[config.mk]
export PLATFORM = sky130hd
export DESIGN_NAME = service_4_alarm_set
export DESIGN_NICKNAME = d
export VERILOG_FILES = /design/src/rtl/service_4_pkg.sv /design/src/rtl/service_4_bcd_step.sv /design/src/rtl/service_4_alarm_set.sv
export SDC_FILE = /design/constraint.sdc
export NUM_CORES = 1
export LEC_CHECK = 0
export ABC_CLOCK_PERIOD_IN_PS = 2700
export CAP_MARGIN = 20
export CORE_ASPECT_RATIO = 1.75
export CORE_UTILIZATION = 55
export CTS_CLUSTER_SIZE = 14
export DETAILED_ROUTE_END_ITERATION = 10
export PLACE_DENSITY = 0.77
export SYNTH_ARGS = -nofsm -noshare
export SYNTH_HDL_FRONTEND = slang
export SYNTH_SLANG_ARGS = --single-unit
[constraint.sdc]
create_clock -name clk -period 2.7 [get_ports clk]
set_input_delay 0.54 -clock clk [delete_from_list [all_inputs] [get_ports clk]]
set_output_delay 0.54 -clock clk [all_outputs]
set_load 0.05 [all_outputs]
[src/rtl/service_4_pkg.sv]
// service_4 shared definitions: alarm-check state encodings, edit-field
// encodings, the power-on alarm time and the BCD limits for hours/minutes.
// Used by service_4_alarm_set and Service_4_alarm_check.
package service_4_pkg;

  // alarm_state encodings driven by the alarm-check block
  localparam logic [2:0] ALARM_ST_IDLE     = 3'b000;
  localparam logic [2:0] ALARM_ST_ARMED    = 3'b001;
  localparam logic [2:0] ALARM_ST_RINGING  = 3'b010;
  localparam logic [2:0] ALARM_ST_MINIGAME = 3'b100;

  // Setter states; the encoding is exactly what edit_field shows.
  typedef enum logic [1:0] {
    ST_IDLE   = 2'b00,
    ST_EDIT_H = 2'b01,
    ST_EDIT_M = 2'b10
  } set_state_e;

  localparam logic [15:0] ALARM_RESET_VAL = 16'h0700;
  localparam logic [7:0]  BCD_MAX_HOURS   = 8'h23;
  localparam logic [7:0]  BCD_MAX_MINUTES = 8'h59;

  // Editing is locked out while the alarm rings or the minigame runs.
  function automatic logic edit_blocked(input logic [2:0] st);
    return (st == ALARM_ST_RINGING) || (st == ALARM_ST_MINIGAME);
  endfunction

endpackage

[src/rtl/service_4_bcd_step.sv]
// Combinational wrap-around up/down step on a two-digit BCD value.
// Ports: val_i (BCD value), max_i (BCD upper limit), inc_i/dec_i (step
//        requests, both together cancel), res_o (stepped BCD value).
module service_4_bcd_step (
  input  logic [7:0] val_i,
  input  logic [7:0] max_i,
  input  logic       inc_i,
  input  logic       dec_i,
  output logic [7:0] res_o
);

  logic [3:0] tens;
  logic [3:0] ones;
  logic       legal;

  always_comb begin
    tens  = val_i[7:4];
    ones  = val_i[3:0];
    legal = (tens <= 4'd9) && (ones <= 4'd9) && (val_i <= max_i);
    res_o = val_i;
    if (inc_i && !dec_i) begin
      // An illegal input snaps to the bottom of the range so the result
      // is always legal BCD.
      if (!legal || (val_i == max_i)) begin
        res_o = 8'h00;
      end else if (ones == 4'd9) begin
        res_o = {tens + 4'd1, 4'd0};
      end else begin
        res_o = {tens, ones + 4'd1};
      end
    end else if (dec_i && !inc_i) begin
      if (!legal || (val_i == 8'h00)) begin
        res_o = max_i;
      end else if (ones == 4'd0) begin
        res_o = {tens - 4'd1, 4'd9};
      end else begin
        res_o = {tens, ones - 4'd1};
      end
    end
  end

endmodule

[src/rtl/service_4_alarm_set.sv]
// Alarm-time setter: SPDT_set enters edit mode, push_u/push_d step the active
// BCD field (with auto-repeat while held), push_m advances hours->minutes->commit.
// Ports: clk/resetn; SPDT_set, push_u/d/m, alarm_state in; alarm, alarm_valid,
//        edit_value, edit_field, commit out.
module service_4_alarm_set
  import service_4_pkg::*;
#(
  parameter int unsigned REPEAT_CYCLES = 50_000_000
) (
  input  logic        clk,
  input  logic        resetn,
  input  logic        SPDT_set,
  input  logic        push_u,
  input  logic        push_d,
  input  logic        push_m,
  input  logic [2:0]  alarm_state,
  output logic [15:0] alarm,
  output logic        alarm_valid,
  output logic [15:0] edit_value,
  output logic [1:0]  edit_field,
  output logic        commit
);

  localparam logic [31:0] REPEAT_LIM = 32'(REPEAT_CYCLES);

  set_state_e  state_q, state_d;
  logic [15:0] alarm_q, alarm_d;
  logic [15:0] edit_q, edit_d;
  logic        valid_q, valid_d;
  logic        commit_q, commit_d;
  logic [31:0] hold_cnt_q, hold_cnt_d;
  logic        u_prev_q, d_prev_q, m_prev_q;

  logic        u_press, d_press, m_press;
  logic        u_alone, d_alone;
  logic        rep_due, u_rep, d_rep;
  logic        inc, dec;
  logic        abort;
  logic [7:0]  hours_next, minutes_next;
  logic [15:0] edit_stepped;

  // Rising-edge press detection against the registered button history.
  assign u_press = push_u & ~u_prev_q;
  assign d_press = push_d & ~d_prev_q;
  assign m_press = push_m & ~m_prev_q;

  assign u_alone = push_u & ~push_d;
  assign d_alone = push_d & ~push_u;

  // hold_cnt_q is 1 in the cycle after the press, so reaching REPEAT_LIM
  // means REPEAT_CYCLES cycles have elapsed since the press or last repeat.
  assign rep_due = (hold_cnt_q != 32'd0) && (hold_cnt_q == REPEAT_LIM);
  assign u_rep   = u_alone & ~u_press & rep_due;
  assign d_rep   = d_alone & ~d_press & rep_due;
  assign inc     = u_press | u_rep;
  assign dec     = d_press | d_rep;

  assign abort = (state_q != ST_IDLE) && (!SPDT_set || edit_blocked(alarm_state));

  service_4_bcd_step u_hours_step (
    .val_i (edit_q[15:8]),
    .max_i (BCD_MAX_HOURS),
    .inc_i (inc && (state_q == ST_EDIT_H)),
    .dec_i (dec && (state_q == ST_EDIT_H)),
    .res_o (hours_next)
  );

  service_4_bcd_step u_minutes_step (
    .val_i (edit_q[7:0]),
    .max_i (BCD_MAX_MINUTES),
    .inc_i (inc && (state_q == ST_EDIT_M)),
    .dec_i (dec && (state_q == ST_EDIT_M)),
    .res_o (minutes_next)
  );

  assign edit_stepped = {hours_next, minutes_next};

  always_comb begin
    state_d  = state_q;
    alarm_d  = alarm_q;
    valid_d  = valid_q;
    commit_d = 1'b0;
    edit_d   = edit_q;
    unique case (state_q)
      ST_IDLE: begin
        // Working copy shadows the committed time, so entry starts from it.
        edit_d = alarm_q;
        if (SPDT_set && !edit_blocked(alarm_state)) begin
          state_d = ST_EDIT_H;
        end
      end
      ST_EDIT_H: begin
        if (abort) begin
          state_d = ST_IDLE;
          edit_d  = alarm_q;
        end else begin
          edit_d = edit_stepped;
          if (m_press) begin
            state_d = ST_EDIT_M;
          end
        end
      end
      ST_EDIT_M: begin
        if (abort) begin
          state_d = ST_IDLE;
          edit_d  = alarm_q;
        end else begin
          // A step pressed alongside the commit is kept, not dropped.
          edit_d = edit_stepped;
          if (m_press) begin
            state_d  = ST_IDLE;
            alarm_d  = edit_stepped;
            valid_d  = 1'b1;
            commit_d = 1'b1;
          end
        end
      end
      default: begin
        state_d = ST_IDLE;
        edit_d  = alarm_q;
      end
    endcase
  end

  always_comb begin
    hold_cnt_d = hold_cnt_q;
    if ((state_d != state_q) || (state_q == ST_IDLE) || !(u_alone || d_alone)) begin
      hold_cnt_d = 32'd0;
    end else if (u_press || d_press) begin
      hold_cnt_d = 32'd1;
    end else if (hold_cnt_q != 32'd0) begin
      hold_cnt_d = rep_due ? 32'd1 : hold_cnt_q + 32'd1;
    end
  end

  always_ff @(posedge clk or negedge resetn) begin
    if (!resetn) begin
      state_q    <= ST_IDLE;
      alarm_q    <= ALARM_RESET_VAL;
      edit_q     <= ALARM_RESET_VAL;
      valid_q    <= 1'b0;
      commit_q   <= 1'b0;
      hold_cnt_q <= 32'd0;
      u_prev_q   <= 1'b0;
      d_prev_q   <= 1'b0;
      m_prev_q   <= 1'b0;
    end else begin
      state_q    <= state_d;
      alarm_q    <= alarm_d;
      edit_q     <= edit_d;
      valid_q    <= valid_d;
      commit_q   <= commit_d;
      hold_cnt_q <= hold_cnt_d;
      u_prev_q   <= push_u;
      d_prev_q   <= push_d;
      m_prev_q   <= push_m;
    end
  end

  assign alarm       = alarm_q;
  assign alarm_valid = valid_q;
  assign edit_value  = edit_q;
  assign edit_field  = state_q;
  assign commit      = commit_q;

endmodule

==> run metrics <==
CP Capture Type flip-flop; first-pass GRT wire length about 22000 µm; Nets ~650; grt total ovfl 0; DP Cell Count 730; reported net switching power about 0.0029 W; Final Critical Period 2.58 ns; DR vias ~4600; P&R area growth vs syn 24.0%; Die X-Extent between 70 and 80 µm; reg-to-reg endpoint alarm[15]; drt initial violations about 420; worst vdd ir just under 0.5 mV; Fin. Hold Viols 0; RSZ-0062 raised after global routing no; switch share 0.477; reg2reg start hold_cnt_q[1]; actual slew at the worst max-slew pin roughly 0.7 ns; clk sink count 71; Rows 44; Setup crit end alarm[15]; hold_ws roughly 0.24 ns; Power Internal between 0.003 and 0.004 W; Post-Route Utilization 0.709; placed cell areas 5650 µm²; drt total wl between 10000 and 15000 µm; Netlist cell types slightly above 70; remaining antenna violation count 0; core area 8370 µm²; worst skew pair latency about 0.34 ns; Layout Skew around 0.0077 ns; Setup crit start hold_cnt_q[1]; TritonCTS Buffers 9; FFs w/ async S/R, synth 1.00; Initial Utilization 0.571; leakage power ~2.4 nW; ys flop type dfrtp_1; Clock Tree Buf Depth 2; largest net degree at the start of global routing 31; GRT Total Usage 0.309; synthesized area 4780 µm²; die height approximately 130 µm; CP Max Fanout 6; CTS tree yes; syn_nets roughly 580; Worst-path clk slew 0.06 ns; Cell Chain, Critical Path inv_1 -> ha_1 -> nor4b_4 -> and4_4 -> a41oi_2 -> buf_4 -> nor4_2 -> a22oi_1 -> o31ai_1; H-tree depth 3; number of max-cap violations 0; slowest cell on the critical path dfrtp_1; routability cong. around 1; CP required approximately 3 ns; Finished Cell Area slightly below 6000 µm²; die footprint between 9000 and 10000 µm²; Avg Cell Area, Syn around 8.7 µm²; R2R setup slack roughly 0.12 ns; Clock Tree Root clkbuf_16; CP max stage delay ~0.44 ns; share of power burned in registers 0.265; Final Max Slew Viols 0; Seq/Total Area, Yosys 0.373; clock network power share 0.186; initial antenna violation count 0; Worst slew margin 0.541; IO Pins between 40 and 50; via count of the first global-routing pass ~4600; ant diodes 0; Post-synth EDFFs 0; Non-Filler Instances between 700 and 800; worst hold path type in2async; Setup CP Type reg2reg; Seq cells post-synth a little over 70; final worst-path cycle share 0.957; worst reg2reg path depth 9; residual DRC count 0; wire length per cell roughly 18 µm; HPWL Detailed roughly 10000 µm; share of layout cells above drive strength 1 0.146; Via density ~6.1; setup violators final 0; maximum clock frequency slightly below 400 MHz; Power Density between 1000 and 1500 nW/µm²; setup TNS 0 ns; status complete, no violations; Startpoint Class flip-flop; Worst EP arrival roughly 2.8 ns; Gate power share 0.549; drt pass-1 iters 5; IO Port Bufs between 40 and 50; Mapped Cells 548; Warnings, synthesis 0
==> placed cells by master, fill, tap and decap left out, types with 7 or more instances in the layout <==
cell type and instances:
a211oi_1 8, a21oi_1 18, a31oi_1 19, and3_1 7, buf_4 48, clkbuf_16 9, clkdlybuf4s50_1 43, dfrtp_1 65
ha_1 18, inv_1 28, nand2_1 49, nand2b_1 8, nand3_1 20, nand4_1 12, nor2_1 76, nor3_1 21
nor4_1 7, o21ai_0 15, o31ai_1 12, xnor2_1 19, xor2_1 13
==> critical path: cells and delay by family (launching register included) <==
family	cells	cell delay (ns)
AOI/OAI and AO/OA	3	0.62
adders and majority gates	1	0.16
and+or+nand+nor	3	0.94
buffers and inverters	2	0.32
DFF	1	0.44
==> metrics by stage <==
stage	total power (W)	worst slack, ns
3_5_place_dp	0.00482	-0.0956
5_1_grt	0.00630	0.0140
4_1_cts	0.00594	0.0960
2_1_floorplan	0.00369	0.0260
6_report	0.00598	0.117
3_3_place_gp	0.00476	-0.0374
==> area by class of cell <==
type | count | area [µm²]
multi-input combinational | 420 | 2760
fill | 698 | 2440
sequential | 71 | 1780
timing repair buffer | 95 | 856
clock buffer | 9 | 225
tap | 115 | 144
inverter | 29 | 109
clock inverter | 7 | 56.3
==> cells in the mapped netlist, drive strengths merged (4+ instances only) <==
library cell,instances,area share
nor2,77,0.062
dfrtp,65,0.34
nand2,49,0.038
inv,28,0.022
nor3,23,0.026
a31oi,20,0.027
nand3,20,0.021
clkbuf,19,0.015
o21ai,19,0.020
xnor2,19,0.035
a21oi,18,0.019
ha,18,0.047
nand4,13,0.018
nor4,13,0.032
xor2,13,0.024
o31ai,12,0.019
buf,9,0.013
a211oi,8,0.013
nand2b,8,0.010
and3,7,0.0092
dfstp,6,0.033
o2111ai,6,0.011
o211ai,6,0.0094
and4,5,0.0092
nor2b,5,0.0065
o41ai,5,0.013
mux2i,4,0.0084
==> worst min path at each step <==
stage / start / endpoint / slack [ns] / depth (start not counted)
after floorplan: resetn / alarm[0] / 0.24 / 0
after global placement: alarm_valid / alarm_valid / 0.45 / 1
after detailed placement: alarm[8] / alarm[8] / 0.48 / 2
after CTS: resetn / alarm[7] / 0.25 / 1
after global routing: resetn / alarm[7] / 0.28 / 1
final: resetn / alarm[7] / 0.24 / 1
==> per-layer routing <==
metal  up-vias  track usage  part of all wire
met5         -            0                 0
met4         0        0.167             0.048
met3        53       0.0500             0.032
met2       156        0.572              0.55
met1      2212        0.318              0.37
li1       2161            -                 -
==> power groups by stage <==
stage	sequential [W]	combinational (W)	clock, W
5_1_grt	0.00162	0.00352	0.00117
6_report	0.00159	0.00328	0.00111
4_1_cts	0.00158	0.00324	0.00112
3_5_place_dp	0.00160	0.00322	0
2_1_floorplan	0.00213	0.00155	0
3_3_place_gp	0.00159	0.00317	0
==> state kept, by name, indices dropped and copies added, names as in the netlist <==
signal       flops
alarm           16
alarm_valid      1
commit           1
d_prev_q         1
edit_field       2
edit_value      16
hold_cnt_q      32
m_prev_q         1
u_prev_q         1
==> what timing repair did <==
item / 4_1_cts / 5_1_grt
hold buffers: 0 / 0
endpoints found under the setup margin: 0 / 8
resized for setup: 0 / 2
setup buffers: 0 / 0
==> kinds of logic after synthesis <==
group / Yosys count / synth area share
buffers and inverters: 57 / 0.0510
AND/OR/NAND/NOR: 238 / 0.265
multiplexers: 4 / 0.00838
AO/OA/AOI/OAI: 128 / 0.197
XOR/XNOR: 32 / 0.0586
flip-flops: 71 / 0.373
adder cells (fa/ha/maj): 18 / 0.0471
Note: power is estimated with default switching activity, not from simulation.
